## src/rtl/sprite_anim_render_if.sv

```systemverilog
// sprite_anim_render_if: pixel, position, control and sprite ROM signals for one sprite renderer
interface sprite_anim_render_if #(
    parameter int CONV   = 0,
    parameter int W_LOG2 = 3,
    parameter int H_LOG2 = 3,
    parameter int F_LOG2 = 1
);
    logic [9:CONV]                     i_hpos;
    logic [9:CONV]                     i_vpos;
    logic [9:CONV]                     i_xpos;
    logic [9:CONV]                     i_ypos;
    logic                              i_frame_tick;
    logic                              i_run;
    logic                              i_flip;
    logic                              i_dead;
    logic [F_LOG2+H_LOG2+W_LOG2-1:0]   o_rom_addr;
    logic                              i_sprite_color;
    logic                              o_color;
    logic [F_LOG2-1:0]                 o_frame;

    modport master (
        output i_hpos, i_vpos, i_xpos, i_ypos, i_frame_tick, i_run, i_flip, i_dead, i_sprite_color,
        input  o_rom_addr, o_color, o_frame
    );

    modport slave (
        input  i_hpos, i_vpos, i_xpos, i_ypos, i_frame_tick, i_run, i_flip, i_dead, i_sprite_color,
        output o_rom_addr, o_color, o_frame
    );
endinterface

```

## src/rtl/sprite_anim_render.sv

```systemverilog
// sprite_anim_render: positioned, animated, mirrorable, blinking sprite with 1-clk pixel latency
module sprite_anim_render #(
    parameter int CONV       = 0,
    parameter int W_LOG2     = 3,
    parameter int H_LOG2     = 3,
    parameter int F_LOG2     = 1,
    parameter int ANIM_DIV   = 6,
    parameter int BLINK_LOG2 = 3
) (
    input logic                 clk,
    input logic                 rst,
    sprite_anim_render_if.slave bus
);
    localparam int DW = ANIM_DIV > 1 ? $clog2(ANIM_DIV) : 1;
    localparam logic [DW-1:0] DIV_LAST = DW'(ANIM_DIV - 1);

    logic [9:CONV]           x_off_r;
    logic [9:CONV]           y_off_r;
    logic                    flip_r;
    logic                    dead_r;
    logic                    valid_r;
    logic [DW-1:0]           div_cnt;
    logic [F_LOG2-1:0]       frame_q;
    logic [BLINK_LOG2-1:0]   blink_cnt;
    logic                    in_sprite;
    logic                    blank;
    logic [W_LOG2-1:0]       col;
    logic [H_LOG2-1:0]       row;

    // stage 1: sprite-relative offsets (negative wraps large) and per-pixel controls
    always_ff @(posedge clk or posedge rst) begin
        if (rst) begin
            x_off_r <= '0;
            y_off_r <= '0;
            flip_r  <= 1'b0;
            dead_r  <= 1'b0;
            valid_r <= 1'b0;
        end else begin
            x_off_r <= bus.i_hpos - bus.i_xpos;
            y_off_r <= bus.i_vpos - bus.i_ypos;
            flip_r  <= bus.i_flip;
            dead_r  <= bus.i_dead;
            valid_r <= 1'b1;
        end
    end

    // animation: advance one frame every ANIM_DIV running frame ticks
    always_ff @(posedge clk or posedge rst) begin
        if (rst) begin
            div_cnt <= '0;
            frame_q <= '0;
        end else if (bus.i_frame_tick && bus.i_run) begin
            div_cnt <= (div_cnt == DIV_LAST) ? '0 : div_cnt + 1'b1;
            if (div_cnt == DIV_LAST)
                frame_q <= frame_q + 1'b1;
        end
    end

    // death blink: counts ticks while dead, cleared as soon as dead drops
    always_ff @(posedge clk or posedge rst) begin
        if (rst)
            blink_cnt <= '0;
        else if (!bus.i_dead)
            blink_cnt <= '0;
        else if (bus.i_frame_tick)
            blink_cnt <= blink_cnt + 1'b1;
    end

    // hit test, ROM addressing and colour gating from registered state
    always_comb begin
        in_sprite = ~|(x_off_r >> W_LOG2) && ~|(y_off_r >> H_LOG2);
        col       = x_off_r[CONV+W_LOG2-1:CONV] ^ {W_LOG2{flip_r}};
        row       = y_off_r[CONV+H_LOG2-1:CONV];
        blank     = dead_r && blink_cnt[BLINK_LOG2-1];
    end

    assign bus.o_rom_addr = {frame_q, row, col};
    assign bus.o_color    = valid_r && in_sprite && bus.i_sprite_color && !blank;
    assign bus.o_frame    = frame_q;
endmodule

```

## src/flat_wrapper.sv

```systemverilog
// flat-port wrapper written by rule: the top's interface ports become plain ports
module sprite_anim_render_flat 
#(
    parameter int CONV       = 0,
    parameter int W_LOG2     = 3,
    parameter int H_LOG2     = 3,
    parameter int F_LOG2     = 1,
    parameter int ANIM_DIV   = 6,
    parameter int BLINK_LOG2 = 3
)
  (clk, rst, bus_i_hpos, bus_i_vpos, bus_i_xpos, bus_i_ypos, bus_i_frame_tick, bus_i_run, bus_i_flip, bus_i_dead, bus_i_sprite_color, bus_o_rom_addr, bus_o_color, bus_o_frame);
  sprite_anim_render_if #(.CONV(CONV), .W_LOG2(W_LOG2), .H_LOG2(H_LOG2), .F_LOG2(F_LOG2)) bus_i ();
  input logic clk;
  input logic rst;
  input wire logic [$bits(bus_i.i_hpos)-1:0] bus_i_hpos;
  input wire logic [$bits(bus_i.i_vpos)-1:0] bus_i_vpos;
  input wire logic [$bits(bus_i.i_xpos)-1:0] bus_i_xpos;
  input wire logic [$bits(bus_i.i_ypos)-1:0] bus_i_ypos;
  input wire logic [$bits(bus_i.i_frame_tick)-1:0] bus_i_frame_tick;
  input wire logic [$bits(bus_i.i_run)-1:0] bus_i_run;
  input wire logic [$bits(bus_i.i_flip)-1:0] bus_i_flip;
  input wire logic [$bits(bus_i.i_dead)-1:0] bus_i_dead;
  input wire logic [$bits(bus_i.i_sprite_color)-1:0] bus_i_sprite_color;
  output wire logic [$bits(bus_i.o_rom_addr)-1:0] bus_o_rom_addr;
  output wire logic [$bits(bus_i.o_color)-1:0] bus_o_color;
  output wire logic [$bits(bus_i.o_frame)-1:0] bus_o_frame;
  assign bus_i.i_hpos = bus_i_hpos;
  assign bus_i.i_vpos = bus_i_vpos;
  assign bus_i.i_xpos = bus_i_xpos;
  assign bus_i.i_ypos = bus_i_ypos;
  assign bus_i.i_frame_tick = bus_i_frame_tick;
  assign bus_i.i_run = bus_i_run;
  assign bus_i.i_flip = bus_i_flip;
  assign bus_i.i_dead = bus_i_dead;
  assign bus_i.i_sprite_color = bus_i_sprite_color;
  assign bus_o_rom_addr = bus_i.o_rom_addr;
  assign bus_o_color = bus_i.o_color;
  assign bus_o_frame = bus_i.o_frame;
  sprite_anim_render #(.CONV(CONV), .W_LOG2(W_LOG2), .H_LOG2(H_LOG2), .F_LOG2(F_LOG2), .ANIM_DIV(ANIM_DIV), .BLINK_LOG2(BLINK_LOG2)) u_core (.clk(clk), .rst(rst), .bus(bus_i));
endmodule
```

## config.mk

```make
export PLATFORM = sky130hd
export DESIGN_NAME = sprite_anim_render_flat
export DESIGN_NICKNAME = d
export VERILOG_FILES = /design/src/rtl/sprite_anim_render_if.sv /design/src/rtl/sprite_anim_render.sv /design/src/flat_wrapper.sv
export SDC_FILE = /design/constraint.sdc
export NUM_CORES = 1
export LEC_CHECK = 0
export CORE_MARGIN = 1.5
export CORE_UTILIZATION = 40
export CTS_CLUSTER_DIAMETER = 60
export DETAILED_ROUTE_END_ITERATION = 10
export HOLD_SLACK_MARGIN = 0.15
export PLACE_DENSITY = 0.77
export SYNTH_ARGS = -nofsm -noshare
export SYNTH_HDL_FRONTEND = slang
export SYNTH_SLANG_ARGS = --single-unit
```

## constraint.sdc

```tcl
create_clock -name clk -period 0.9 [get_ports clk]
set_input_delay 0.09 -clock clk [delete_from_list [all_inputs] [get_ports clk]]
set_output_delay 0.09 -clock clk [all_outputs]
set_load 0.05 [all_outputs]
```

==> results of run 1 <==
## cells in the mapped netlist
cell / n
dfrtp_1: 30
inv_1: 27
ha_1: 19
xnor2_1: 14
nor2_1: 13
nand2_1: 10
xor2_1: 9
a21o_1: 5
nand3_1: 5
nand4_1: 5
nor3_1: 5
a211oi_1: 4
a21oi_1: 4
buf_4: 4
nand2b_1: 4
nor4_1: 4
o21ai_0: 4
o21bai_1: 3
and2_1: 2
fa_1: 2
nor2_2: 2
o211ai_1: 2
o21a_1: 2
o22ai_1: 2
o31a_1: 2
o41ai_2: 2
buf_2: 1
buf_6: 1
clkbuf_1: 1
conb_1: 1
mux2i_1: 1
nor2b_1: 1
o21ai_1: 1
o21ai_2: 1
## registers in the layout, indices dropped and copies added (netlist names)
| register | count |
|---|---|
| u_core.blink_cnt | 3 |
| u_core.bus.o_frame | 1 |
| u_core.valid_r | 1 |
| u_core.dead_r | 1 |
| u_core.div_cnt | 3 |
| u_core.flip_r | 1 |
| u_core.x_off_r | 10 |
| u_core.y_off_r | 10 |
## power groups by stage
stage                     combinational, mW  sequential [mW]  clock, mW
after floorplan                        1.13             1.88          0
after global placement                 2.05             1.85          0
after detailed placement               2.09             1.87          0
after CTS                              2.31             1.85       1.33
after global routing                   2.62             1.90       1.40
final                                  2.45             1.87       1.31
## routing by layer
layer | part of all wire | global-route usage | up-vias
met5 | 0 | 0 | -
met4 | 0.010 | 0.04403 | 0
met3 | 0.044 | 0.03797 | 6
met2 | 0.55 | 0.3728 | 49
met1 | 0.40 | 0.2408 | 842
li1 | - | - | 851
## final cells by class
type	count	area [sq um]
tap	52	65.06
fill	261	853.3
clock inverter	3	40.04
sequential	30	753.2
clock buffer	5	68.82
inverter	27	161.4
multi-input combinational	129	1441
timing repair buffer	107	1061
## kinds of logic (layout without fill, tap and decap cells)
logic type	count (synthesis)	count (layout)
AOI/OAI and AO/OA	32	32
xor gates and xnor gates	23	23
adders and majority gates	21	21
buffers and inverters	34	142
DFF	30	30
muxes	1	1
other	1	1
and+or+nand+nor	51	51
## timing repair
| item | CTS | global route |
|---|---|---|
| setup buffers | 13 | 7 |
| pin swaps | 57 | 40 |
| setup endpoints to repair | 31 | 29 |
| hold endpoints to repair | 20 | 0 |
| resized for setup | 164 | 24 |
| hold buffers | 4 | 0 |
## how the worst min path moves through the flow
stage | end | slack, ns | cells past startpoint
after floorplan | u_core.dead_r | 0.12 | 0
after global placement | u_core.y_off_r[0] | 0.44 | 3
after detailed placement | u_core.y_off_r[2] | 0.44 | 3
after CTS | u_core.y_off_r[1] | 0.16 | 2
after global routing | u_core.y_off_r[1] | 0.17 | 2
final | u_core.y_off_r[1] | 0.17 | 2
==> impl_metrics.csv, run 1 <==
group,metric,value,unit
logic_synthesis,synth_top_area_cell,"dfrtp_1",
detailed_routing,via_per_inst,4.952,
critical_path,critPathMaxStageDelay,0.37,ns
critical_path,crit_arrival,1.52,ns
placed_design,placed_cells,324,
timing,holdWs,0.1661,ns
global_routing,grt-ovfl-total,0,
logic_synthesis,synth_fp_nets,261,
timing,finalSetupViolCount,27,
floorplanning,initial_core_util,0.4231,
power,p_leak,1.570,nW
clock_tree,cts_max_level,2,
power,p_per_area,1569,nW/um^2
critical_path,cpLargestDelayFamily,"simple AND/OR/NAND/NOR gates",
timing,worst_slack,-0.7128,ns
logic_synthesis,synthMuxAreaShare,0.005323,
detailed_routing,firstDrtPassIters,6,
clock_tree,cts_tree,"yes",
logic_synthesis,syn_area_per_cell,9.744,sq um
critical_path,crit_buf_inv,1,
placed_design,dpl_cell_area,3109,sq um
global_routing,grt_antenna_before_repair,0,
clock_tree,clk_latency,0.28,ns
power,p_seq_frac,0.331,
placed_design,hpwl,3286,um
timing,report.final.hold_viol_count,0,
global_routing,grt_max_degree,19,
cells_and_area,area_growth,90.95,%
logic_synthesis,synthCells,193,
timing,rsz0062_at_grt,"yes",
placed_design,dpl_worst_slack,-1.200,ns
timing,fmax,620.0,MHz
logic_synthesis,ys_warn_count,0,
detailed_routing,routed_wl,4934,um
floorplanning,io_pins,56,
power,clockPowerShare,0.233,
critical_path,crit_slowest_cell,"dfrtp_1",
logic_synthesis,synth_cell_type_count,34,
critical_path,reg2regPathDepth,4,
timing,tns,-4.876,ns
logic_synthesis,synth_xor_area_frac,0.1071,
timing,period_needed,1.613,ns
timing,slew_violations,0,
cells_and_area,fin_area,3591,sq um
critical_path,reg2reg_to,"u_core.blink_cnt[2]",
cells_and_area,drive_above_1_share,0.5515,
detailed_routing,drc,0,
cells_and_area,final_cell_mix,"buf_4, dfrtp_1, buf_6, ha_4, xnor2_1",
floorplanning,die_area,5122,sq um
floorplanning,die_w,71.57,um
global_routing,track_usage,0.2007,
logic_synthesis,yosysSeqAreaShare,0.3992,
outcome,violations,"negative setup slack",
detailed_routing,postRouteAntennaNets,0,
cells_and_area,layoutNonFillerInstCount,353,
critical_path,r2r_slack,-0.06,ns
outcome,status,"finished with violations",
cells_and_area,final_common_cell,"buf_4",
power,p_total,5.634,mW
placed_design,place_congestion,0.8684,
critical_path,critPathKind,"reg2out",
run,cap_violations,0,
hold_path,min_from,"bus_i_vpos[1]",
timing,min_period_over_period,1.792,
logic_synthesis,yosys.area_share.simple,0.1324,
logic_synthesis,ys_ff_latch,30,
power,max-vdd-ir-drop,0.001220,V
hold_path,hp-class,"in2reg",
floorplanning,rows,24,
placed_design,io_buffers,55,
critical_path,reg2reg_from,"u_core.blink_cnt[0]",
clock_tree,ctsLongestPathBuffers,2,
floorplanning,core,4444,sq um
power,switching_share,0.3241,
cells_and_area,fin_nets,368,
cells_and_area,final_core_util,0.8080,
floorplanning,die_h,71.57,um
logic_synthesis,synth_top_family_by_area,"adder cells",
logic_synthesis,yosys.area_share.adder,0.1477,
power,p_switching,1.826,mW
clock_tree,path_clk_slew,0.07,ns
critical_path,cp_cell_sequence,"nor4_2 -> nand4_1 -> nor4_4 -> buf_12",
global_routing,grt_pass1_wl,8066,um
detailed_routing,dr.first_iter.drc_count,24,
power,p_int,3.808,mW
clock_tree,clock_sinks,30,
critical_path,cp-startpoint,"u_core.x_off_r[8]",
critical_path,cp.depth,4,
detailed_routing,wl_per_cell,13.98,um
logic_synthesis,synth_area_leaders,"dfrtp_1, ha_1, xnor2_1",
cells_and_area,num_antenna_cells,0,
logic_synthesis,syn_area,1881,sq um
critical_path,cp-start-kind,"flip-flop",
global_routing,grt_pass1_vias,1853,
timing,finClkSkew,0.001794,ns
clock_tree,cts_made_buffers,5,
power,comb_power_share,0.436,
clock_tree,root_buffer,"clkbuf_8",
logic_synthesis,synth-compound-area-share,0.1257,
logic_synthesis,synth_top_area_share,0.3992,
critical_path,end_kind,"primary output",
critical_path,crit_end,"bus_o_color",
critical_path,path_max_fanout,1,
detailed_routing,vias,1748,
critical_path,worstPathRequired,0.81,ns
(Power assumes the default switching activity.)
==> run 2: changes to the inputs <==
- SETUP_SLACK_MARGIN: unset -> 0.2
==> impl_metrics.csv, run 2 (same netlist as run 1, synthesis figures left out) <==
group,metric,value,unit
floorplanning,die_h,71.57,um
critical_path,end_kind,"primary output",
hold_path,min_from,"bus_i_xpos[0]",
global_routing,grt_pass1_vias,1947,
power,p_leak,1.619,nW
critical_path,critPathKind,"reg2out",
global_routing,grt-ovfl-total,0,
global_routing,grt_max_degree,31,
detailed_routing,firstDrtPassIters,9,
detailed_routing,drc,5,
clock_tree,cts_made_buffers,5,
clock_tree,root_buffer,"clkbuf_8",
floorplanning,io_pins,56,
timing,rsz0062_at_grt,"yes",
critical_path,reg2reg_from,"u_core.blink_cnt[1]",
cells_and_area,nFillCells,240,
floorplanning,die_area,5122,sq um
floorplanning,die_w,71.57,um
floorplanning,rows,24,
cells_and_area,drive_above_1_share,0.6086,
cells_and_area,layoutNonFillerInstCount,356,
critical_path,cpLargestDelayFamily,"simple AND/OR/NAND/NOR gates",
power,comb_power_share,0.475,
clock_tree,clock_sinks,30,
power,clockPowerShare,0.193,
outcome,status,"finished with violations",
critical_path,crit_slowest_cell,"dfrtp_1",
detailed_routing,wl_per_cell,15.56,um
critical_path,worstPathRequired,0.81,ns
clock_tree,cts_tree,"yes",
placed_design,dpl_cell_area,3146,sq um
cells_and_area,area_growth,97.27,%
global_routing,grt_antenna_before_repair,0,
timing,min_period_over_period,1.870,
detailed_routing,routed_wl,5539,um
power,p_per_area,1540,nW/um^2
clock_tree,clk_latency,0.27,ns
cells_and_area,fin_nets,371,
timing,slew_violations,0,
hold_path,min_delay_path_depth,3,
power,p_switching,1.955,mW
power,max-vdd-ir-drop,0.0009212,V
critical_path,reg2reg_to,"u_core.blink_cnt[2]",
critical_path,cp_cell_sequence,"nor4_2 -> nand4_1 -> nor4_4 -> buf_12",
timing,finalSetupViolCount,30,
cells_and_area,fin_area,3710,sq um
placed_design,hpwl,3383,um
detailed_routing,dr.first_iter.drc_count,59,
timing,report.final.hold_viol_count,0,
timing,period_needed,1.683,ns
clock_tree,cts_max_level,2,
clock_tree,path_clk_slew,0.07,ns
critical_path,critPathMaxStageDelay,0.39,ns
power,p_seq_frac,0.331,
timing,worst_slack,-0.7828,ns
critical_path,crit_arrival,1.59,ns
global_routing,track_usage,0.2144,
placed_design,placed_cells,325,
placed_design,place_congestion,0.8151,
detailed_routing,via_per_inst,5.045,
timing,fmax,594.2,MHz
critical_path,path_max_fanout,1,
critical_path,cp-start-kind,"flip-flop",
global_routing,grt_pass1_wl,8542,um
critical_path,r2r_slack,-0.06,ns
hold_path,hp-class,"in2reg",
placed_design,io_buffers,55,
hold_path,min_to,"u_core.x_off_r[0]",
outcome,violations,"design-rule violations, negative setup slack",
floorplanning,core,4444,sq um
placed_design,dpl_worst_slack,-1.209,ns
critical_path,crit_buf_inv,1,
detailed_routing,postRouteAntennaNets,0,
cells_and_area,num_antenna_cells,0,
detailed_routing,vias,1796,
cells_and_area,final_common_cell,"buf_4",
floorplanning,initial_core_util,0.4231,
power,p_int,3.757,mW
run,cap_violations,0,
clock_tree,ctsLongestPathBuffers,2,
power,switching_share,0.3423,
critical_path,reg2regPathDepth,4,
cells_and_area,top_regs,"u_core.x_off_r: 10 flops, u_core.y_off_r: 10 flops",
timing,finClkSkew,0.0007968,ns
cells_and_area,final_cell_mix,"buf_4, buf_6, dfrtp_1, ha_4, clkdlybuf4s50_1",
==> run 2: cell count changes in the layout (fill, tap and decap cells not counted), moves of 3 or more <==
cell	previous run	this run
buf_4	39	36
nor3_1	5	1
buf_6	20	32
nor3_2	0	4
xnor2_2	0	3
dlygate4sd3_1	4	0
xnor2_1	14	11
==> run 2: area by class of cell <==
type,count,area [sq um],area share
Multi-Input combinational cell,129,1509,0.4067
Sequential cell,30,753.2,0.2030
Inverter,27,180.2,0.04857
Timing Repair Buffer,110,1111,0.2995
Clock inverter,1,5.005,0.001349
Clock buffer,7,86.33,0.02327
Tap cell,52,65.06,0.01754
==> run 2: per-layer routing <==
layer  vias up  global-route usage  share of wire  routed length, um
met5         -                   0              0                  0
met1       869              0.2491           0.40               2216
met2        56              0.3884           0.54               2980
met3        15             0.02954          0.036                197
met4         0              0.1027          0.026                144
li1        856                   -              -                  -
==> run 2: metrics by stage <==
step                      hold WS (ns)  setup TNS [ns]  power [mW]  utilization
after floorplan               0.005811          -3.851       3.076            -
final                          0.07311          -5.747       5.712       0.8347
after global placement          0.4764          -18.12       3.940       0.7078
after detailed placement        0.4805          -18.74       4.000       0.7078
after global routing           0.07124          -6.912       5.979       0.8347
after CTS                      0.07717          -5.185       5.368       0.7793
==> run 2: worst reg2reg max path, delay by kind of cell, from the launching register on <==
kind / cells / cell delay [ns]
XOR/XNOR: 1 / 0.12
adder cells (fa/ha/maj): 1 / 0.15
flip-flops: 1 / 0.40
AND/OR/NAND/NOR: 2 / 0.18
==> run 2: power by group through the flow <==
stage          clock, mW  sequential (mW)  combinational [mW]
2_1_floorplan          0             1.89                1.18
3_3_place_gp           0             1.86                2.09
3_5_place_dp           0             1.87                2.13
4_1_cts             1.10             1.88                2.40
5_1_grt             1.19             1.92                2.87
6_report            1.10             1.89                2.71
==> run 2: repair_timing <==
item	CTS	global route
resized for setup	182	33
pin swaps	60	40
endpoints found under the hold margin	3	3
endpoints found under the setup margin	36	34
setup buffers	13	10
==> run 2: how the worst max path moves through the flow <==
stage               depth (start not counted)                end              start  slack [ns]
global placement                           10  u_core.y_off_r[8]      bus_i_vpos[0]       -1.16
floorplan                                   3        bus_o_color  u_core.x_off_r[8]       -0.50
global route                                4        bus_o_color  u_core.x_off_r[8]       -0.87
CTS                                         4        bus_o_color  u_core.x_off_r[8]       -0.72
detailed placement                         10  u_core.y_off_r[8]      bus_i_vpos[0]       -1.21
finish                                      4        bus_o_color  u_core.x_off_r[8]       -0.78
==> run 3: changes to the inputs <==
- CORE_ASPECT_RATIO: unset -> 1.75
==> impl_metrics.csv, run 3 (same netlist as run 1, synthesis figures left out) <==
group,metric,value,unit
cells_and_area,drive_above_1_share,0.5779,
power,max-vdd-ir-drop,0.001617,V
power,p_per_area,1543,nW/um^2
cells_and_area,fin_area,3686,sq um
power,p_leak,1.618,nW
hold_path,min_from,"bus_i_ypos[0]",
timing,finClkSkew,0.0005995,ns
clock_tree,clock_sinks,30,
outcome,status,"finished with violations",
clock_tree,cts_max_level,2,
critical_path,critPathMaxStageDelay,0.37,ns
timing,period_needed,1.596,ns
placed_design,hpwl,3652,um
timing,worst_slack,-0.6963,ns
critical_path,cpLargestDelayFamily,"simple AND/OR/NAND/NOR gates",
critical_path,worstPathRequired,0.81,ns
detailed_routing,routed_wl,5456,um
clock_tree,path_clk_slew,0.07,ns
clock_tree,ctsLongestPathBuffers,2,
cells_and_area,final_cell_mix,"buf_4, dfrtp_1, buf_6, ha_4, clkdlybuf4s50_1",
cells_and_area,final_common_cell,"buf_4",
floorplanning,die_area,5138,sq um
cells_and_area,fin_nets,375,
clock_tree,cts_made_buffers,5,
floorplanning,die_h,93.71,um
clock_tree,clk_latency,0.28,ns
cells_and_area,area_growth,96.01,%
timing,report.final.hold_viol_count,0,
critical_path,crit_buf_inv,1,
critical_path,cp-startpoint,"u_core.x_off_r[8]",
cells_and_area,num_antenna_cells,0,
detailed_routing,via_per_inst,4.978,
detailed_routing,firstDrtPassIters,4,
detailed_routing,drc,0,
global_routing,grt_max_degree,31,
critical_path,cp-start-kind,"flip-flop",
timing,fmax,626.4,MHz
floorplanning,rows,32,
global_routing,grt_pass1_vias,1959,
cells_and_area,final_core_util,0.8294,
global_routing,track_usage,0.2324,
floorplanning,io_pins,56,
detailed_routing,postRouteAntennaNets,0,
detailed_routing,vias,1787,
global_routing,grt-ovfl-total,0,
floorplanning,die_w,54.83,um
critical_path,crit_slowest_cell,"dfrtp_1",
cells_and_area,top_regs,"u_core.x_off_r: 10 flops, u_core.y_off_r: 10 flops",
timing,tns,-5.503,ns
clock_tree,cts_tree,"yes",
detailed_routing,dr.first_iter.drc_count,9,
critical_path,end_kind,"primary output",
critical_path,crit_arrival,1.51,ns
timing,rsz0062_at_grt,"yes",
placed_design,place_congestion,0.8901,
floorplanning,initial_core_util,0.4231,
outcome,violations,"negative setup slack",
detailed_routing,wl_per_cell,15.20,um
placed_design,io_buffers,55,
hold_path,hp-class,"in2reg",
critical_path,critPathKind,"reg2out",
critical_path,cp_cell_sequence,"nor4_2 -> nand4_1 -> nor4_4 -> buf_12",
placed_design,dpl_cell_area,3144,sq um
global_routing,grt_antenna_before_repair,0,
timing,slew_violations,0,
timing,holdWs,0.05282,ns
timing,finalSetupViolCount,28,
critical_path,reg2reg_from,"u_core.blink_cnt[0]",
floorplanning,core,4444,sq um
global_routing,grt_pass1_wl,8500,um
critical_path,path_max_fanout,1,
run,cap_violations,0,
timing,min_period_over_period,1.774,
clock_tree,root_buffer,"clkbuf_8",
-- run 3: cell types whose count changed in the layout (fill, tap and decap cells not counted), sizes merged --
| cell | previous run | this run |
|---|---|---|
| clkdlybuf4s15 | 2 | 11 |
| clkinvlp | 1 | 2 |
| dlygate4sd2 | 1 | 2 |
| buf | 93 | 87 |
| clkbuf | 8 | 7 |
-- run 3: worst paths after layout --
check / endpoint / slack [ns] / cells past startpoint
worst max-delay path: bus_o_color / -0.70 / 4
worst min-delay path: u_core.y_off_r[0] / 0.05 / 3
worst max register to register: u_core.blink_cnt[2] / -0.08 / 4
worst min register to register: u_core.div_cnt[2] / 0.54 / 1
max in group asynchronous: u_core.flip_r / 0.55 / 3
min in group asynchronous: u_core.bus.o_frame / 0.17 / 3
-- run 3: metal layers --
| layer | vias up | share of wire | track usage |
|---|---|---|---|
| met5 | - | 0 | 0 |
| met4 | 0 | 0.028 | 0.07917 |
| met3 | 14 | 0.030 | 0.03662 |
| met2 | 48 | 0.61 | 0.4702 |
| met1 | 856 | 0.33 | 0.2064 |
| li1 | 869 | - | - |
-- run 3: worst min-delay path, stage by stage --
cell and delay (ns):
buf_6 0.08, ha_4 0.11, inv_1 0.03
-- run 3: final cells by class --
class                   instances  area (sq um)
clock buffers                   6         82.58
multi-input cells             129          1451
inverters                      27         177.7
repair buffers                114          1145
fillers                       224         758.2
flip-flops and latches         30         753.2
well taps                      51         63.81
clock inverters                 2         12.51
-- run 3: timing repair --
action | 4_1_cts | 5_1_grt
pin swaps | 61 | 34
buffers inserted | 21 | 6
gates cloned | 0 | 0
gates resized for setup | 170 | 18
endpoints found under the hold margin | 3 | 3
endpoints found under the setup margin | 36 | 34
-- run 3: metrics by stage --
stage / cells / power [mW] / worst slack, ns
floorplan: 193 / 3.076 / -0.5021
global placement: 324 / 3.964 / -1.155
detailed placement: 324 / 4.032 / -1.252
CTS: 353 / 5.503 / -0.7441
global route: 359 / 5.971 / -0.8061
finish: 359 / 5.689 / -0.6963
-- run 3: where the power goes --
group	internal, mW	switching (mW)	total [mW]
Combinational	1.50	1.16	2.67
Clock	0.614	0.527	1.14
Sequential	1.63	0.251	1.88
Total	3.75	1.94	5.69
==> patch: new RTL, settings of run 2 <==
`W_LOG2` is set to 3 in 3 places; all go to 4.
--- a/src/rtl/sprite_anim_render_if.sv
+++ b/src/rtl/sprite_anim_render_if.sv
@@ -2,5 +2,5 @@
 interface sprite_anim_render_if #(
     parameter int CONV   = 0,
-    parameter int W_LOG2 = 3,
+    parameter int W_LOG2 = 4,
     parameter int H_LOG2 = 3,
     parameter int F_LOG2 = 1
--- a/src/rtl/sprite_anim_render.sv
+++ b/src/rtl/sprite_anim_render.sv
@@ -2,5 +2,5 @@
 module sprite_anim_render #(
     parameter int CONV       = 0,
-    parameter int W_LOG2     = 3,
+    parameter int W_LOG2     = 4,
     parameter int H_LOG2     = 3,
     parameter int F_LOG2     = 1,
--- a/src/flat_wrapper.sv
+++ b/src/flat_wrapper.sv
@@ -3,5 +3,5 @@
 #(
     parameter int CONV       = 0,
-    parameter int W_LOG2     = 3,
+    parameter int W_LOG2     = 4,
     parameter int H_LOG2     = 3,
     parameter int F_LOG2     = 1,
Ports: changed (resized bus_o_rom_addr); port bits go from 56 to 57. No check against the original RTL was run, so the function may have changed too.
==> patch against run 2 <==
The run still ends with design-rule violations, negative setup slack left; worst setup slack better by 0.10 ns; synthesized area is 0.40% higher; hold slack got worse by 0.015 ns; routed wire length rose by 0.32%; via count up 1.4%; sequential cell count unchanged; maximum frequency up 6.6%; register-to-register slack got worse by 0.03 ns; first-iteration DRC count up 32%; highest routed layer unchanged; total power increased by 7.1%; synthesized cell count up 0.52%; design area up 1.8%; largest power group unchanged.
==> patch: results <==
{
  "status": "complete, but fails checks",
  "violations": "design-rule violations, negative setup slack",
  "synth_compound_area_share_pct": 12.52,
  "io_buffers": 56,
  "nets": 377,
  "met2_usage_pct": 40.43,
  "synth.area.mux_share_pct": 0.5302,
  "worst_hold_slack_ns": 0.05838,
  "clkCellAreaFrac_pct": 2.983,
  "avgViaCountPerCell": 5.047,
  "synth_area_leaders": "dfrtp_1 40%, ha_1 13%, xnor2_1 6.5%",
  "critPathArrivalTime_ns": 1.49,
  "grt_pass1_wl_um": 8666,
  "firstDrtPassIters": 7,
  "grt.total_usage_pct": 21.98,
  "synthAdderAreaFrac_pct": 14.71,
  "wl_met2_um": 3103,
  "num-clock-buffers": 6,
  "internal_power_uw": 4086,
  "switchingPower_uw": 2031,
  "drv_slew": 0,
  "grt_util_met1_pct": 25.00,
  "place_inst": 326,
  "p_clk_share_pct": 22.8,
  "grt_max_degree": 17,
  "p_seq_uw": 1900,
  "crit_family": "simple AND/OR/NAND/NOR gates",
  "syn_area_per_cell_um2": 9.732,
  "dp_hpwl_um": 3379,
  "setup_viol": 29,
  "syn_nets": 262,
  "synth_top_area_share_pct": 39.76,
  "cts_buffers": 5,
  "synth-xor-area-share_pct": 11.13,
  "drtIter0Drc": 78,
  "skew_ns": 0.0005864,
  "place.gp.congestion": 0.8850,
  "place_ws_ns": -1.219,
  "p_leak_uw": 0.001661,
  "wl_met1_um": 2163,
  "cpPeakStageDelay_ns": 0.37,
  "timing.setup.tns_ns": -6.601,
  "signal_buffers": 115,
  "wire_per_inst_um": 15.39,
  "drive_gt1_share_pct": 58.58,
  "yosysSeqAreaShare_pct": 39.76,
  "multi_input_area_share_pct": 39.68,
  "antenna_found_initial": 0,
  "antenna_cells": 0,
  "route.met3.wl_um": 218,
  "multi_input_cells": 130,
  "fin_area_um2": 3775,
  "drc": 3,
  "grtUsageMet3_pct": 3.516,
  "dpl_cell_area_um2": 3186,
  "buf_share_pct": 31.02,
  "ir_worst_vdd_mv": 1.367,
  "setup_ws_ns": -0.6780
}
## patch: cell families after synthesis
kind of cell,count (synthesis)
AND/OR/NAND/NOR,51
buffers and inverters,34
AO/OA/AOI/OAI,32
flip-flops,30
XOR/XNOR,24
adder cells (fa/ha/maj),21
other,1
multiplexers,1
## patch: final timing paths
check	from	endpoint	depth (start not counted)
worst max-delay path	u_core.y_off_r[6]	bus_o_color	4
worst min-delay path	bus_i_ypos[0]	u_core.y_off_r[0]	3
worst max register to register	u_core.div_cnt[0]	u_core.bus.o_frame	4
worst min register to register	u_core.div_cnt[1]	u_core.div_cnt[1]	1
max in group asynchronous	rst	u_core.flip_r	3
min in group asynchronous	rst	u_core.div_cnt[1]	2
## patch: what timing repair did
item,4_1_cts,5_1_grt
hold endpoints to repair,8,8
setup endpoints to repair,37,34
resized for setup,166,26
pin swaps,61,26
setup buffers,22,6
